## src/rtl/morse_text_line_ctrl.sv

```systemverilog
// Text-line controller for the Morse decoder display: buffers decoded characters and
// applies writes, backspace, clear and scroll only during vertical blanking.
module morse_text_line_ctrl #(
    parameter int DEPTH = 16,
    parameter int IDXW  = 4
) (
    input  logic            board_clk,
    input  logic            reset,
    input  logic            cmd_valid,
    input  logic [4:0]      cmd_code,
    output logic            cmd_ready,
    input  logic            vblank,
    input  logic [IDXW-1:0] rd_index,
    output logic [4:0]      rd_code,
    output logic [IDXW:0]   cursor,
    output logic            busy
);

    typedef enum logic [2:0] {
        S_IDLE,
        S_WAIT_VB,
        S_WRITE,
        S_BKSP,
        S_SCROLL,
        S_CLEAR
    } state_e;

    localparam logic [4:0]      CODE_SPACE = 5'd26;
    localparam logic [4:0]      CODE_BKSP  = 5'd27;
    localparam logic [4:0]      CODE_CLEAR = 5'd28;
    localparam logic [4:0]      CODE_BLANK = 5'd31;
    localparam logic [IDXW:0]   CUR_FULL   = (IDXW+1)'(DEPTH);
    localparam logic [IDXW-1:0] IDX_LAST   = IDXW'(DEPTH-1);

    state_e          state_q, state_d;
    logic [4:0]      cells_q [DEPTH];
    logic [IDXW:0]   cursor_q, cursor_d;
    logic [IDXW-1:0] cnt_q, cnt_d;
    logic [IDXW-1:0] cnt_inc;
    logic [4:0]      code_q, code_d;
    logic [4:0]      rd_code_q;

    logic            wr_en;
    logic [IDXW-1:0] wr_addr;
    logic [4:0]      wr_data;

    assign cnt_inc = cnt_q + 1'b1;

    // NOTE: sequential state uses non-blocking assignments so every register samples pre-edge values.
    always_ff @(posedge board_clk or posedge reset) begin
        if (reset) begin
            state_q <= S_IDLE;
        end else begin
            state_q <= state_d;
        end
    end

    always_comb begin
        // NOTE: every combinational output gets a default first, so no path can infer a latch.
        state_d = state_q;
        unique case (state_q)
            S_IDLE: begin
                if (cmd_valid && cmd_code <= CODE_CLEAR) begin
                    state_d = S_WAIT_VB;
                end
            end
            S_WAIT_VB: begin
                if (vblank) begin
                    if (code_q <= CODE_SPACE) begin
                        state_d = (cursor_q == CUR_FULL) ? S_SCROLL : S_WRITE;
                    end else if (code_q == CODE_BKSP) begin
                        state_d = S_BKSP;
                    end else begin
                        state_d = S_CLEAR;
                    end
                end
            end
            S_WRITE, S_BKSP: state_d = S_IDLE;
            S_SCROLL, S_CLEAR: begin
                if (cnt_q == IDX_LAST) begin
                    state_d = S_IDLE;
                end
            end
            default: state_d = S_IDLE;
        endcase
    end

    always_comb begin
        cmd_ready = (state_q == S_IDLE);
        busy      = (state_q != S_IDLE);
    end

    // Single write port: each state touches at most one cell per edge.
    always_comb begin
        wr_en    = 1'b0;
        wr_addr  = '0;
        wr_data  = CODE_BLANK;
        cursor_d = cursor_q;
        cnt_d    = cnt_q;
        code_d   = code_q;
        unique case (state_q)
            S_IDLE: begin
                if (cmd_valid) begin
                    code_d = cmd_code;
                end
            end
            S_WAIT_VB: begin
                if (vblank) begin
                    cnt_d = '0;
                end
            end
            S_WRITE: begin
                wr_en    = 1'b1;
                wr_addr  = cursor_q[IDXW-1:0];
                wr_data  = code_q;
                cursor_d = cursor_q + 1'b1;
            end
            S_BKSP: begin
                if (cursor_q != '0) begin
                    wr_en    = 1'b1;
                    wr_addr  = cursor_q[IDXW-1:0] - 1'b1;
                    cursor_d = cursor_q - 1'b1;
                end
            end
            S_SCROLL: begin
                wr_en   = 1'b1;
                wr_addr = cnt_q;
                wr_data = (cnt_q == IDX_LAST) ? code_q : cells_q[cnt_inc];
                cnt_d   = cnt_inc;
            end
            S_CLEAR: begin
                wr_en   = 1'b1;
                wr_addr = cnt_q;
                cnt_d   = cnt_inc;
                if (cnt_q == IDX_LAST) begin
                    cursor_d = '0;
                end
            end
            default: ;
        endcase
    end

    always_ff @(posedge board_clk or posedge reset) begin
        if (reset) begin
            // NOTE: the cell array is reset (so it maps to flops, not RAM) because the renderer must show a blank line straight out of reset.
            for (int i = 0; i < DEPTH; i++) begin
                cells_q[i] <= CODE_BLANK;
            end
            cursor_q  <= '0;
            cnt_q     <= '0;
            code_q    <= '0;
            rd_code_q <= CODE_BLANK;
        end else begin
            if (wr_en) begin
                cells_q[wr_addr] <= wr_data;
            end
            cursor_q  <= cursor_d;
            cnt_q     <= cnt_d;
            code_q    <= code_d;
            rd_code_q <= cells_q[rd_index];
        end
    end

    assign rd_code = rd_code_q;
    assign cursor  = cursor_q;

endmodule

```

## config.mk

```make
export PLATFORM = sky130hd
export DESIGN_NAME = morse_text_line_ctrl
export DESIGN_NICKNAME = d
export VERILOG_FILES = /design/src/rtl/morse_text_line_ctrl.sv
export SDC_FILE = /design/constraint.sdc
export NUM_CORES = 1
export LEC_CHECK = 0
export ABC_AREA = 1
export BUFFER_PORTS_ARGS = -buffer_cell sky130_fd_sc_hd__buf_2
export CAP_MARGIN = 20
export CORE_MARGIN = 4
export CORE_UTILIZATION = 35
export DETAILED_ROUTE_END_ITERATION = 12
export SYNTH_ARGS = -nofsm -noshare
export SYNTH_HDL_FRONTEND = slang
export SYNTH_SLANG_ARGS = --single-unit
```

## constraint.sdc

```tcl
create_clock -name board_clk -period 2.9 [get_ports board_clk]
set_clock_uncertainty 0.1 [all_clocks]
set_input_delay 0.145 -clock board_clk [delete_from_list [all_inputs] [get_ports board_clk]]
set_output_delay 0.145 -clock board_clk [all_outputs]
set_load 0.1 [all_outputs]
```

==> impl_metrics.json <==
{
  "status": "completed",
  "grt_pass1_vias": 5768,
  "syn_avg_cell_area_um2": 7.07,
  "clock_latency_ns": 0.36,
  "required_ns": 3.10,
  "drv_slew": 0,
  "cp_cell_sequence": "inv_2, ha_1, nand2_4, nor2_1, nand3_1, nand2_1, nand2_1",
  "clock_tree.buffer_depth": 2,
  "drt_iter0_drc": 583,
  "ys_warn_count": 0,
  "fin_crit_sh_pct": 84.1,
  "dp_hpwl_mm": 13.7,
  "placedCellCount": 1161,
  "grt_setup_unrepaired": "false",
  "min_path_type": "input port to register",
  "worstHoldEndpoint": "cnt_q[0]$_DFFE_PP0P_",
  "period_needed_ns": 2.44,
  "r2r_setup_slack_ns": 0.46,
  "dieArea_mm2": 0.0211,
  "ys_ff_latch": 102,
  "cts.sinks": 102,
  "worst_r2r_endpoint": "cells_q[23]$_DFFE_PP1P_",
  "arrival_ns": 2.64,
  "io_pins": 25,
  "routed_via_density": 5.10,
  "grt_max_degree": 61,
  "synthCells": 931,
  "htreeDepth": 3,
  "root_buffer": "clkbuf_16",
  "first_pass_iters": 5,
  "wl_per_cell_um": 16.3,
  "setup_viol": 0,
  "syn_to_final_growth_pct": 10.7,
  "cts_made_buffers": 9,
  "layout_commonest_cell": "nand2_1",
  "min_path_cells": 4,
  "dr_total_vias": 6039,
  "grt_overflow": 0,
  "die_width_um": 145,
  "grt-busiest-layer": "met2",
  "syn_area_mm2": 0.00659,
  "finalNetCount": 972,
  "fill_cells": 1909,
  "path_max_fanout": 11,
  "worstSetupStartpointType": "register",
  "fin_setup_tns_ns": 0,
  "drive_above_1_share_pct": 20.6,
  "antenna_cells": 0,
  "p_leak_uw": 0.00324,
  "synth_nets": 953,
  "initial_core_util_pct": 36.2,
  "die_h_um": 145,
  "port_buffers": 24,
  "cp-end-kind": "register",
  "worstSetupPathType": "register to register",
  "use_met3_pct": 2.34,
  "grt_pass1_wl_mm": 31.7,
  "tritoncts": "built",
  "max_freq_ghz": 0.410,
  "hold_start": "vblank",
  "coreArea_mm2": 0.0182,
  "crit_path_max_incr_delay_ns": 0.75,
  "clk_pin_slew_worst_paths_ns": 0.07,
  "gp_congestion": 0.869,
  "drc": 0,
  "wl_mm": 19.4,
  "use_met2_pct": 28.0,
  "max_slew_margin_pct": 48.4,
  "max-vdd-ir-drop_mv": 0.924,
  "r2r_start": "state_q[2]$_DFFE_PP0P_",
  "cp_common_cell": "nand2_1",
  "synth_cell_type_count": 39,
  "seq_area_frac_synth_pct": 40.4,
  "slowest_stage": "ha_1",
  "worst_slew_pin_slew_ns": 0.775,
  "power.density_mw_per_mm2": 767,
  "final_cell_mix": "367 x nand2_1, 89 x inv_1, 85 x dfstp_2",
  "final_cells": 1184,
  "track_usage_pct": 18.6,
  "rr_worst_depth": 7,
  "hold_viol": 0,
  "antenna_found_initial": 0,
  "met1_usage_pct": 27.7,
  "maxCapViolations": 0,
  "ant_nets": 0,
  "rows": 49
}
==> flip-flops by register name, indices dropped and copies added (netlist names) <==
name     cells
code_q       5
rd_code      5
cells_q     80
cnt_q        4
state_q      3
cursor       5
==> cell usage after synthesis, drive strengths merged <==
cell type	instances	area, µm²
buf	19	114
o31ai	1	7.51
nand3	82	470
o21a	2	15.0
dfstp	85	2230
o22ai	10	62.6
nor2	39	234
dfrtp	17	425
a21boi	1	7.51
o221ai	8	70.1
nand3b	1	7.51
nand4	6	73.8
ha	8	100
or2	1	6.26
o21bai	5	37.5
inv	103	387
xnor2	2	17.5
clkbuf	18	67.6
o21ai	74	370
fa	1	20.0
a21oi	63	330
o211ai	1	7.51
nand2	379	1460
xor2	5	58.8
==> where the power goes <==
group	leakage, µW	total [µW]	internal [µW]	switching, µW
Clock	0.000130	1160	608	555
Sequential	0.00109	1930	1750	183
Combinational	0.00202	2500	633	1860
==> layer usage <==
| metal | wire, µm | share of wire, % | vias up |
|---|---|---|---|
| li1 | - | - | 3014 |
| met1 | 9360 | 48 | 2825 |
| met2 | 8450 | 44 | 174 |
| met3 | 1140 | 5.9 | 26 |
| met4 | 406 | 2.1 | 0 |
| met5 | 0 | 0 | - |
==> cell families after synthesis <==
| family | Yosys count | share of synthesized area (%) |
|---|---|---|
| and+or+nand+nor | 508 | 34.2 |
| adders and majority gates | 9 | 1.82 |
| DFF | 102 | 40.4 |
| AOI/OAI and AO/OA | 165 | 13.8 |
| xor gates and xnor gates | 7 | 1.16 |
| buffers and inverters | 140 | 8.62 |
==> area by class of cell <==
cell class,count,area [µm²],share of cell area [%]
clock buffers,13,250,3.43
flip-flops and latches,102,2660,36.5
multi-input cells,689,3360,46.1
well taps,229,287,3.93
inverters,103,389,5.34
clock inverters,3,21.3,0.292
repair buffers,45,320,4.39
==> what timing repair did <==
action                                 4_1_cts  5_1_grt
hold buffers                                 7        0
buffers inserted                             0        0
resized for setup                            0        0
endpoints found under the hold margin       14        0
==> worst max-delay path: cells and delay by family, from the launching register on <==
| family | cells | cell delay (ns) |
|---|---|---|
| and+or+nand+nor | 5 | 0.91 |
| adders and majority gates | 1 | 0.75 |
| buffers and inverters | 1 | 0.10 |
| DFF | 1 | 0.51 |
==> per-stage QoR <==
| stage | instance area [µm²] | utilization [%] | hold slack [ns] | power [µW] | setup slack [ns] |
|---|---|---|---|---|---|
| 6_report | 7290 | 40.0 | 0.0751 | 5590 | 0.460 |
| 5_1_grt | 7290 | 40.0 | 0.0960 | 5950 | 0.265 |
| 4_1_cts | 7290 | 40.0 | 0.0520 | 5600 | 0.477 |
| 3_5_place_dp | 6950 | 38.2 | 0.238 | 4410 | 0.498 |
| 3_3_place_gp | 6950 | 38.2 | 0.236 | 4400 | 0.533 |
| 2_1_floorplan | 6590 | - | 0.121 | 3800 | 0.111 |
==> worst max path at each step <==
stage                                       from                       to  slack, ns
after floorplan           state_q[1]$_DFFE_PP0P_   state_q[0]$_DFFE_PP0P_       0.11
after global placement    state_q[2]$_DFFE_PP0P_  cells_q[37]$_DFFE_PP1P_       0.53
after detailed placement  state_q[2]$_DFFE_PP0P_  cells_q[23]$_DFFE_PP1P_       0.50
after CTS                 state_q[2]$_DFFE_PP0P_  cells_q[39]$_DFFE_PP1P_       0.48
after global routing        cnt_q[0]$_DFFE_PP0P_  cells_q[16]$_DFFE_PP1P_       0.26
final                     state_q[2]$_DFFE_PP0P_  cells_q[23]$_DFFE_PP1P_       0.46
(Power assumes the default switching activity.)
